==> config.mk <==
export PLATFORM = sky130hd
export DESIGN_NAME = spi_master_ram_if
export DESIGN_NICKNAME = d
export VERILOG_FILES = /design/src/rtl/spi_master_ram_if.sv
export SDC_FILE = /design/constraint.sdc
export NUM_CORES = 1
export LEC_CHECK = 0
export ABC_AREA = 1
export ABC_CLOCK_PERIOD_IN_PS = 1600
export BUFFER_PORTS_ARGS = -buffer_cell sky130_fd_sc_hd__buf_2
export CAP_MARGIN = 20
export CORE_ASPECT_RATIO = 1.2
export CORE_MARGIN = 2
export CORE_UTILIZATION = 25
export CTS_CLUSTER_DIAMETER = 50
export CTS_CLUSTER_SIZE = 10
export DETAILED_ROUTE_END_ITERATION = 7
export GPL_TIMING_DRIVEN = 1
export PLACE_DENSITY = 0.49
export SETUP_SLACK_MARGIN = 0.2
export SYNTH_ARGS = -nofsm -noshare
export SYNTH_HDL_FRONTEND = slang
export SYNTH_SLANG_ARGS = --single-unit
==> constraint.sdc <==
create_clock -name clk -period 1.6 [get_ports clk]
set_clock_uncertainty 0.1 [all_clocks]
set_input_delay 0.24 -clock clk [delete_from_list [all_inputs] [get_ports clk]]
set_output_delay 0.24 -clock clk [all_outputs]
set_load 0.02 [all_outputs]
==> src/rtl/spi_master_ram_if.sv <==
// SPI master framing {cmd[1:0], payload[7:0]} to a slave-side RAM; read-data frames
// wait RD_LAT cycles, then capture a byte from MISO. Optional `SPI_MASTER_ERR_EN adds sticky err.
module spi_master_ram_if #(
  parameter int unsigned RD_LAT = 2
) (
  input  logic       clk,
  input  logic       rst,
  input  logic       start,
  input  logic [1:0] cmd,
  input  logic [7:0] wdata,
  output logic       busy,
  output logic       done,
  output logic [7:0] rdata,
  output logic       MOSI,
  output logic       SS_n,
  input  logic       MISO
`ifdef SPI_MASTER_ERR_EN
  , output logic     err
`endif
);

  typedef enum logic [2:0] {IDLE, SHIFT_OUT, WAIT_RD, SHIFT_IN, FINISH} state_t;

  localparam logic [3:0] LP_WAIT_LAST = 4'(RD_LAT - 1);

  state_t     r_state;
  logic [3:0] r_cnt;
  logic [8:0] r_frame;   // remaining frame bits; bit 9 goes straight to MOSI on accept
  logic       r_rd;
  logic [7:0] r_shift;
  logic [7:0] r_rdata;
  logic       r_done;
  logic       r_mosi;
  logic       r_ss_n;
`ifdef SPI_MASTER_ERR_EN
  logic       r_err;
  assign err = r_err;
`endif

  assign busy  = (r_state != IDLE);
  assign done  = r_done;
  assign rdata = r_rdata;
  assign MOSI  = r_mosi;
  assign SS_n  = r_ss_n;

  always_ff @(posedge clk or posedge rst) begin
    if (rst) begin
      r_state <= IDLE;
      r_cnt   <= 4'd0;
      r_frame <= 9'd0;
      r_rd    <= 1'b0;
      r_shift <= 8'h00;
      r_rdata <= 8'h00;
      r_done  <= 1'b0;
      r_mosi  <= 1'b0;
      r_ss_n  <= 1'b1;
`ifdef SPI_MASTER_ERR_EN
      r_err   <= 1'b0;
`endif
    end else begin
      r_done <= 1'b0;
`ifdef SPI_MASTER_ERR_EN
      if (start && r_state != IDLE) r_err <= 1'b1;
`endif
      case (r_state)
        IDLE: begin
          if (start) begin
            r_frame <= {cmd[0], (cmd == 2'b11) ? 8'h00 : wdata};
            r_rd    <= (cmd == 2'b11);
            r_mosi  <= cmd[1];
            r_ss_n  <= 1'b0;
            r_cnt   <= 4'd9;
            r_state <= SHIFT_OUT;
`ifdef SPI_MASTER_ERR_EN
            r_err   <= 1'b0;
`endif
          end
        end
        SHIFT_OUT: begin
          if (r_cnt == 4'd0) begin
            r_mosi <= 1'b0;
            if (r_rd) begin
              r_cnt   <= LP_WAIT_LAST;
              r_state <= WAIT_RD;
            end else begin
              r_ss_n  <= 1'b1;
              r_done  <= 1'b1;
              r_state <= FINISH;
            end
          end else begin
            r_mosi  <= r_frame[8];
            r_frame <= {r_frame[7:0], 1'b0};
            r_cnt   <= r_cnt - 4'd1;
          end
        end
        WAIT_RD: begin
          if (r_cnt == 4'd0) begin
            r_cnt   <= 4'd7;
            r_state <= SHIFT_IN;
          end else begin
            r_cnt <= r_cnt - 4'd1;
          end
        end
        SHIFT_IN: begin
          r_shift <= {r_shift[6:0], MISO};
          if (r_cnt == 4'd0) begin
            r_rdata <= {r_shift[6:0], MISO};
            r_ss_n  <= 1'b1;
            r_done  <= 1'b1;
            r_state <= FINISH;
          end else begin
            r_cnt <= r_cnt - 4'd1;
          end
        end
        FINISH: begin
          r_cnt   <= 4'd0;
          r_state <= IDLE;
        end
        default: r_state <= IDLE;
      endcase
    end
  end

endmodule

## Yosys cells after proc, flatten, opt, wreduce, memory -nomap -nowiden

Cells that the tools add are included.

- Equal/unequal tests: 13
- Muxes and demuxes: 28
- $lt $le $gt $ge: 0
- Multiply operators: 0
- $add $sub $neg: 1
- Shift operators: 0
- Div/mod/pow operators: 0
- Reduce and logical (&&, ||, !) cells: 13
- Bitwise operators: 0

Operators with widths:

| operator | count |
|---|---|
| two-way mux 4 bit | 5 |
| case mux 4 bit (5 select lines) | 1 |
| two-way mux 9 bit | 2 |
| case mux 9 bit (2 select lines) | 1 |
| two-way mux 3 bit | 5 |
| != test 2 bit (second input constant) | 7 |
| case mux 3 bit (4 select lines) | 1 |
| two-way mux 1 bit | 9 |
| two-way mux 8 bit | 1 |
| AND reduction 4 bit | 2 |
| == test 3 x 2 -> 1 bit (second input constant) | 2 |
| AND reduction 2 bit | 3 |
| nonzero test 3 bit | 2 |
| AND reduction 5 bit | 1 |
| nonzero test 5 bit | 1 |
| logical NOT 4 bit | 1 |
| case mux 1 bit (2 select lines) | 2 |
| subtractor 4 x 1 -> 4 bit (second input constant) | 1 |
| == test 3 x 1 -> 1 bit (second input constant) | 1 |
| == test 3 bit (second input constant) | 1 |
| logical NOT 3 bit | 1 |
| != test 3 bit (second input constant) | 1 |
| case mux 1 bit (3 select lines) | 1 |
| AND reduction 3 bit | 1 |
| 2 further kinds | 2 |

- Memory bits (read-only): 0
- RAM bits: 0
- Memories: 0
- Input bits: 14
- Latch bits: 0
- Output and inout port bits: 12
- Bits in registers: 35
- Word-level logic and storage cells: 64

## Longest topological paths before layout

Gate-level depths: netlist (run 1).

- Depth in word-level cells: 4
- Depth in mapped cells: 9
- Gate-level depth less buffers: 9

## Least setup slack after synthesis (run 1)

No wires, ideal clock.

- Path type: reg-to-reg
- Start: register r_cnt[0]
- End: register r_frame[1]
- Buffers on the path: 1
- Required time: 1.383 ns
- Arrival time: 1.290 ns
- Period minus slack after synthesis: 1.507 ns
- Library setup time: 0.117 ns
- Slack: 0.093 ns
- Stages on the path, launching flop included: 9
- Path through: dfrtp_1 > inv_1 > ha_1 > nand3_1 > nand2_2 > nand2_4 > buf_6 > nand2_1 > o21ai_2

- Cells in the longest elaborated chain, start to end: 3

Ends and longest elaborated chain:

| what | RTL line | text |
|---|---|---|
| start: declaration | 27 | `logic [3:0] r_cnt;` |
| start signal: assignment | 93 | `r_cnt <= r_cnt - 4'd1;` |
| start signal: assignment | 101 | `r_cnt <= r_cnt - 4'd1;` |
| start signal: assignment | 112 | `r_cnt <= r_cnt - 4'd1;` |
| logical NOT 4 bit | 80 | `if (r_cnt == 4'd0) begin` |
| != test 2 bit (no source line) | n/a |  |
| AND reduction 3 bit (no source line) | n/a |  |
| end signal: assignment | 68 | `r_frame <= {cmd[0], (cmd == 2'b11) ? 8'h00 : wdata};` |
| end signal: assignment | 92 | `r_frame <= {r_frame[7:0], 1'b0};` |
| end: declaration | 28 | `logic [8:0] r_frame;` |

No other way between the ends.
A chain may end at the register's enable or synchronous reset.

## Worst setup path after layout (run 1)

- Start: register r_state[1]
- End: output busy

- Cells in the longest elaborated chain, start to end: 1

Ends and longest elaborated chain:

| what | RTL line | text |
|---|---|---|
| start: declaration | 26 | `state_t r_state;` |
| start signal: assignment | 48 | `r_state <= IDLE;` |
| start signal: assignment | 73 | `r_state <= SHIFT_OUT;` |
| start signal: assignment | 84 | `r_state <= WAIT_RD;` |
| nonzero test 3 bit | 40 | `assign busy = (r_state != IDLE);` |
| end: declaration | 11 | `output logic busy,` |

No other way between the ends.

==> metrics.yaml, run 1 <==
crit_arrival_ns: 1.14
die_h_um: 94.9
hold_class: "primary input to flip-flop"
core_um2: 6730
irDropWorstVdd_v: 0.000665
synth_area_per_cell_um2: 8.31
hold-worst-slack_ns: 0.0949
setup_viol: 0
synthCells: 207
power_density_nw_per_um2: 1930
syn_to_final_growth_pct: 42.5
worstMarginPinSlew_ns: 0.457
power.total_mw: 4.74
endpoint_kind: "primary output"
synth_top_cell_by_area: "dfrtp_1"
insertion_delay_ns: 0.29
slew_headroom_pct: 69.5
multiInputGateArea_um2: 865
fp.dieW_um: 79.7
cpLargestDelayFamily: "flip-flops"
rsz0062_at_grt: "true"
yosysWarnings: 0
drive_above_1_share_pct: 40.0
synth_top_area_share_pct: 49.5
crit_buf_inv: 2
drc_errors: 0
yosysSeqAreaShare_pct: 51.0
ys_ff_latch: 35
drtIter0Drc: 31
fin_setup_tns_ns: 0
fmax_mhz: 677
fin_crit_ns: 1.48
globalplace.congestion: 0.831
first_global_vias: 1473
vias: 1495
cts_buffer_depth: 2
antenna_found_initial: 0
period_share_pct: 92.4
path_clk_slew_ns: 0.08
instances_no_fill: 347
synthDistinctLibCells: 27
synth_area_leaders: "dfrtp_1 (49%), nand2_1 (12%), o21ai_0 (6.1%)"
cts_tree: "built"
hold_path_startpoint: "MISO"
regArea_um2: 881
antenna_left: 0
fp.dieArea_um2: 7560
nFillCells: 698
path_max_fanout: 4
portBuffers: 25
gr-usage-all-layers_pct: 11.0
status: "finished, final reports clean"
grt_max_degree: 36
io_pins: 26
max_stage_delay_ns: 0.45
criticalPathCategory: "flip-flop to primary output"
cp_slowest_cell: "dfrtp_2"
hpwlAfterDp_mm: 2.48
crit_chain: "nor3_4, inv_1, buf_6"
routedWlPerCell_um: 11.0
worstSetupStartpoint: "r_state[1]"
finalNetCount: 274
regToRegStartpoint: "r_state[1]"
layout_common_cells: "nand2_1 (44), dfrtp_1 (31), buf_2 (24)"
drt-total-wl_mm: 3.83
required_ns: 1.26
grt_pass1_wl_mm: 6.66
start_kind: "flip-flop"
cts.sinks: 35
place_inst: 319
antenna_cells_inserted: 0
root_buffer: "clkbuf_8"
final_common_cell: "nand2_1"
syn-num-nets: 222
slew_viol_final: 0
hold_viol: 0
first_pass_iters: 4
power_leakage_nw: 1.21
syn_area_um2: 1720
htreeDepth: 2
cts_made_buffers: 5
vias_per_cell: 4.31
drv_cap: 0
rows: 33
grt_overflow: 0
start_util_pct: 25.6
[sequential cells by signal (all words and copies together) (netlist names)]
signal	cells
rdata	8
r_rd	1
SS_n	1
done	1
r_cnt	4
MOSI	1
r_state	3
r_shift	7
r_frame	9
[worst paths after layout]
check	cells after the start	end	slack [ns]
setup / recovery	3	busy	0.12
hold / removal	3	r_shift[0]	0.09
setup reg to reg	7	r_cnt[1]	0.15
hold reg to reg	2	rdata[6]	0.38
max in group asynchronous	4	r_state[0]	0.57
min in group asynchronous	4	r_frame[0]	0.49
[Yosys cell counts]
cell / n
nor2_1: 10
nand4_1: 1
nand3_1: 15
nand2_4: 3
ha_1: 1
nand3_2: 1
nor2_4: 1
inv_2: 4
nand3_4: 1
nor2_2: 1
nand3b_1: 1
dfstp_2: 1
nor3_2: 1
nand2_2: 5
o21ai_1: 11
buf_6: 3
dfrtp_1: 34
o21ai_0: 21
xor2_1: 1
o21ai_2: 1
nand2_1: 55
buf_2: 2
a31oi_1: 3
inv_1: 26
o211ai_1: 1
buf_4: 1
a21oi_1: 2
[cells by family after synthesis]
logic type      count (synthesis)  synth area share (%)
compound gates                 39                  11.9
xor+xnor                        1                 0.509
fa+ha+maj                       1                 0.727
buf+inv                        36                  9.53
flops                          35                  51.0
simple gates                   95                  26.3
[worst min-delay path: stages]
cell     delay [ns]
buf_2          0.09
nand2_1        0.04
o21ai_0        0.07
[per-layer routing]
layer / up-vias / share of wire (%) / track usage, %
met1: 684 / 46 / 14.1
met5: - / 0 / 0
met3: 7 / 5.6 / 3.15
li1: 772 / - / -
met4: 0 / 1.4 / 3.74
met2: 32 / 47 / 17.9
[report_power, final]
part	switching, mW	total, mW	leakage (nW)	internal, mW
Combinational	1.40	2.47	0.704	1.07
Clock	0.350	0.814	0.0581	0.464
Sequential	0.220	1.46	0.444	1.24
Total	1.97	4.74	1.21	2.78
[area by class of cell]
cell class                      count  area share, %
Clock buffer                        5           2.81
Tap cell                           87           4.44
Sequential cell                    35           35.9
Timing Repair Buffer               49           15.0
Multi-Input combinational cell    138           35.3
Clock inverter                      3           1.79
Inverter                           30           4.80
[stage by stage]
stage	area [um2]	setup slack, ns	utilization, %
after detailed placement	1990	0.0735	29.6
final	2450	0.122	36.4
after CTS	2300	0.115	34.1
after global placement	1990	0.0645	29.6
after floorplan	1750	0.211	-
after global routing	2450	0.0488	36.4
[timing repair]
item,CTS,global route
endpoints found under the setup margin,25,26
hold buffers,1,0
setup buffers,13,3
hold endpoints to repair,34,0
resized for setup,25,33
gates cloned,2,1
pin swaps,11,11
No activity file was read; power rests on OpenSTA's default activity.
==> run 2: changes to the inputs <==
- MAX_ROUTING_LAYER: unset -> met4
==> run 2 against run 1 <==
Effect of this change:
- register-to-register slack better by 0.04 ns
- cell count down 0.58%
- cell area down 0.66%
- wire length down 0.99%
- clock power about the same
- global-route usage up 0.38 points
- via count down 1.2%
- critical path type unchanged
- critical endpoint unchanged
- largest cell class unchanged
- largest power group unchanged
==> metrics.yaml, run 2 (synthesis results as in run 1) <==
status: "finished, final reports clean"
start_util_pct: 25.6
worst_slack_ns: 0.124
max_stage_delay_ns: 0.45
fp.dieW_um: 79.7
dr_wl_met2_mm: 1.80
vias_per_cell: 4.28
first_global_vias: 1471
first_pass_iters: 4
period_share_pct: 92.2
crit_buf_inv: 2
final_common_cell: "nand2_1"
drive_above_1_share_pct: 39.1
drv_cap: 0
wl_met3_um: 162
routedWlPerCell_um: 11.0
place_area_um2: 1990
setup_viol: 0
vias: 1477
htreeDepth: 2
cpLargestDelayFamily: "flip-flops"
fp.dieArea_um2: 7560
multiInputGateArea_um2: 871
regArea_um2: 881
grt_overflow: 0
hpwlAfterDp_mm: 2.48
antenna_left: 0
power_density_nw_per_um2: 1950
die_h_um: 94.9
core_um2: 6730
highest_layer: "met4"
portBuffers: 25
cts_tree: "built"
crit_chain: "nor3_4, inv_1, buf_6"
rows: 33
gr-usage-all-layers_pct: 11.4
wl_met1_mm: 1.78
root_buffer: "clkbuf_8"
drc_errors: 0
required_ns: 1.26
globalplace.congestion: 0.843
fmax_mhz: 678
power_leakage_nw: 1.19
fin_util_pct: 36.2
hold_viol: 0
top_register: "r_frame"
slew_headroom_pct: 69.7
crit_arrival_ns: 1.14
path_clk_slew_ns: 0.08
path_max_fanout: 4
io_pins: 26
start_kind: "flip-flop"
criticalPathCategory: "flip-flop to primary output"
layout_common_cells: "nand2_1 (45), dfrtp_1 (31), buf_2 (24)"
cts_buffer_depth: 2
fin_crit_ns: 1.48
largest_reg_flops: 9
endpoint_kind: "primary output"
grt_pass1_wl_mm: 6.68
worstMarginPinSlew_ns: 0.455
nFillCells: 699
grt_max_degree: 36
cts_made_buffers: 5
rsz0062_at_grt: "true"
insertion_delay_ns: 0.29
fin_setup_tns_ns: 0
drtIter0Drc: 43
irDropWorstVdd_v: 0.000683
antenna_cells_inserted: 0
cts.sinks: 35
hold_class: "primary input to flip-flop"
preCtsSetupSlack_ns: 0.0735
slew_viol_final: 0
finalNetCount: 272
antenna_found_initial: 0
finish.instance_area_um2: 2430
syn_to_final_growth_pct: 41.5
cp_slowest_cell: "dfrtp_2"
drt-total-wl_mm: 3.79
==> run 2: layer usage <==
metal	vias up	global-route usage (%)
li1	769	-
met1	674	14.2
met2	27	17.9
met3	7	3.15
met4	0	3.74
met5	-	-
==> run 2: layout make-up <==
cell class                      instances  area share, %
Clock buffer                            5           2.83
Clock inverter                          3           1.80
Inverter                               30           4.83
Multi-Input combinational cell        138           35.8
Sequential cell                        35           36.2
Tap cell                               87           4.47
Timing Repair Buffer                   47           14.1
==> run 2: worst min-delay path, delay by kind of cell <==
kind                   cells  cell delay, ns
AO/OA/AOI/OAI              1            0.07
buffers and inverters      1            0.09
AND/OR/NAND/NOR            1            0.04
==> run 2: through the flow <==
step | hold WS [ns] | total power, mW | instances
4_1_cts | 0.0702 | 4.55 | 343
3_3_place_gp | 0.273 | 3.30 | 319
5_1_grt | 0.104 | 5.16 | 345
3_5_place_dp | 0.279 | 3.31 | 319
2_1_floorplan | 0.261 | 2.87 | 207
6_report | 0.0956 | 4.74 | 345
==> run 2: path summary, 6_finish.rpt <==
path | cells after the start | end | startpoint | slack (ns)
max in group asynchronous | 4 | r_state[0] | rst | 0.57
min in group asynchronous | 4 | r_frame[0] | rst | 0.49
max | 3 | busy | r_state[1] | 0.12
min reg2reg | 2 | SS_n | SS_n | 0.37
min | 3 | r_shift[0] | MISO | 0.1
max reg2reg | 9 | r_cnt[3] | r_cnt[0] | 0.19
==> run 2: timing repair <==
| item | 4_1_cts | 5_1_grt |
|---|---|---|
| pin swaps | 11 | 8 |
| endpoints found under the setup margin | 25 | 26 |
| cloned | 2 | 1 |
| buffers inserted | 13 | 1 |
| hold endpoints to repair | 34 | 0 |
| resized for setup | 25 | 30 |
| hold buffers | 1 | 0 |
==> run 2: where the power goes <==
part	switching, mW	internal, mW
sequential	0.220	1.24
clock	0.353	0.464
combinational	1.40	1.06
total	1.98	2.76
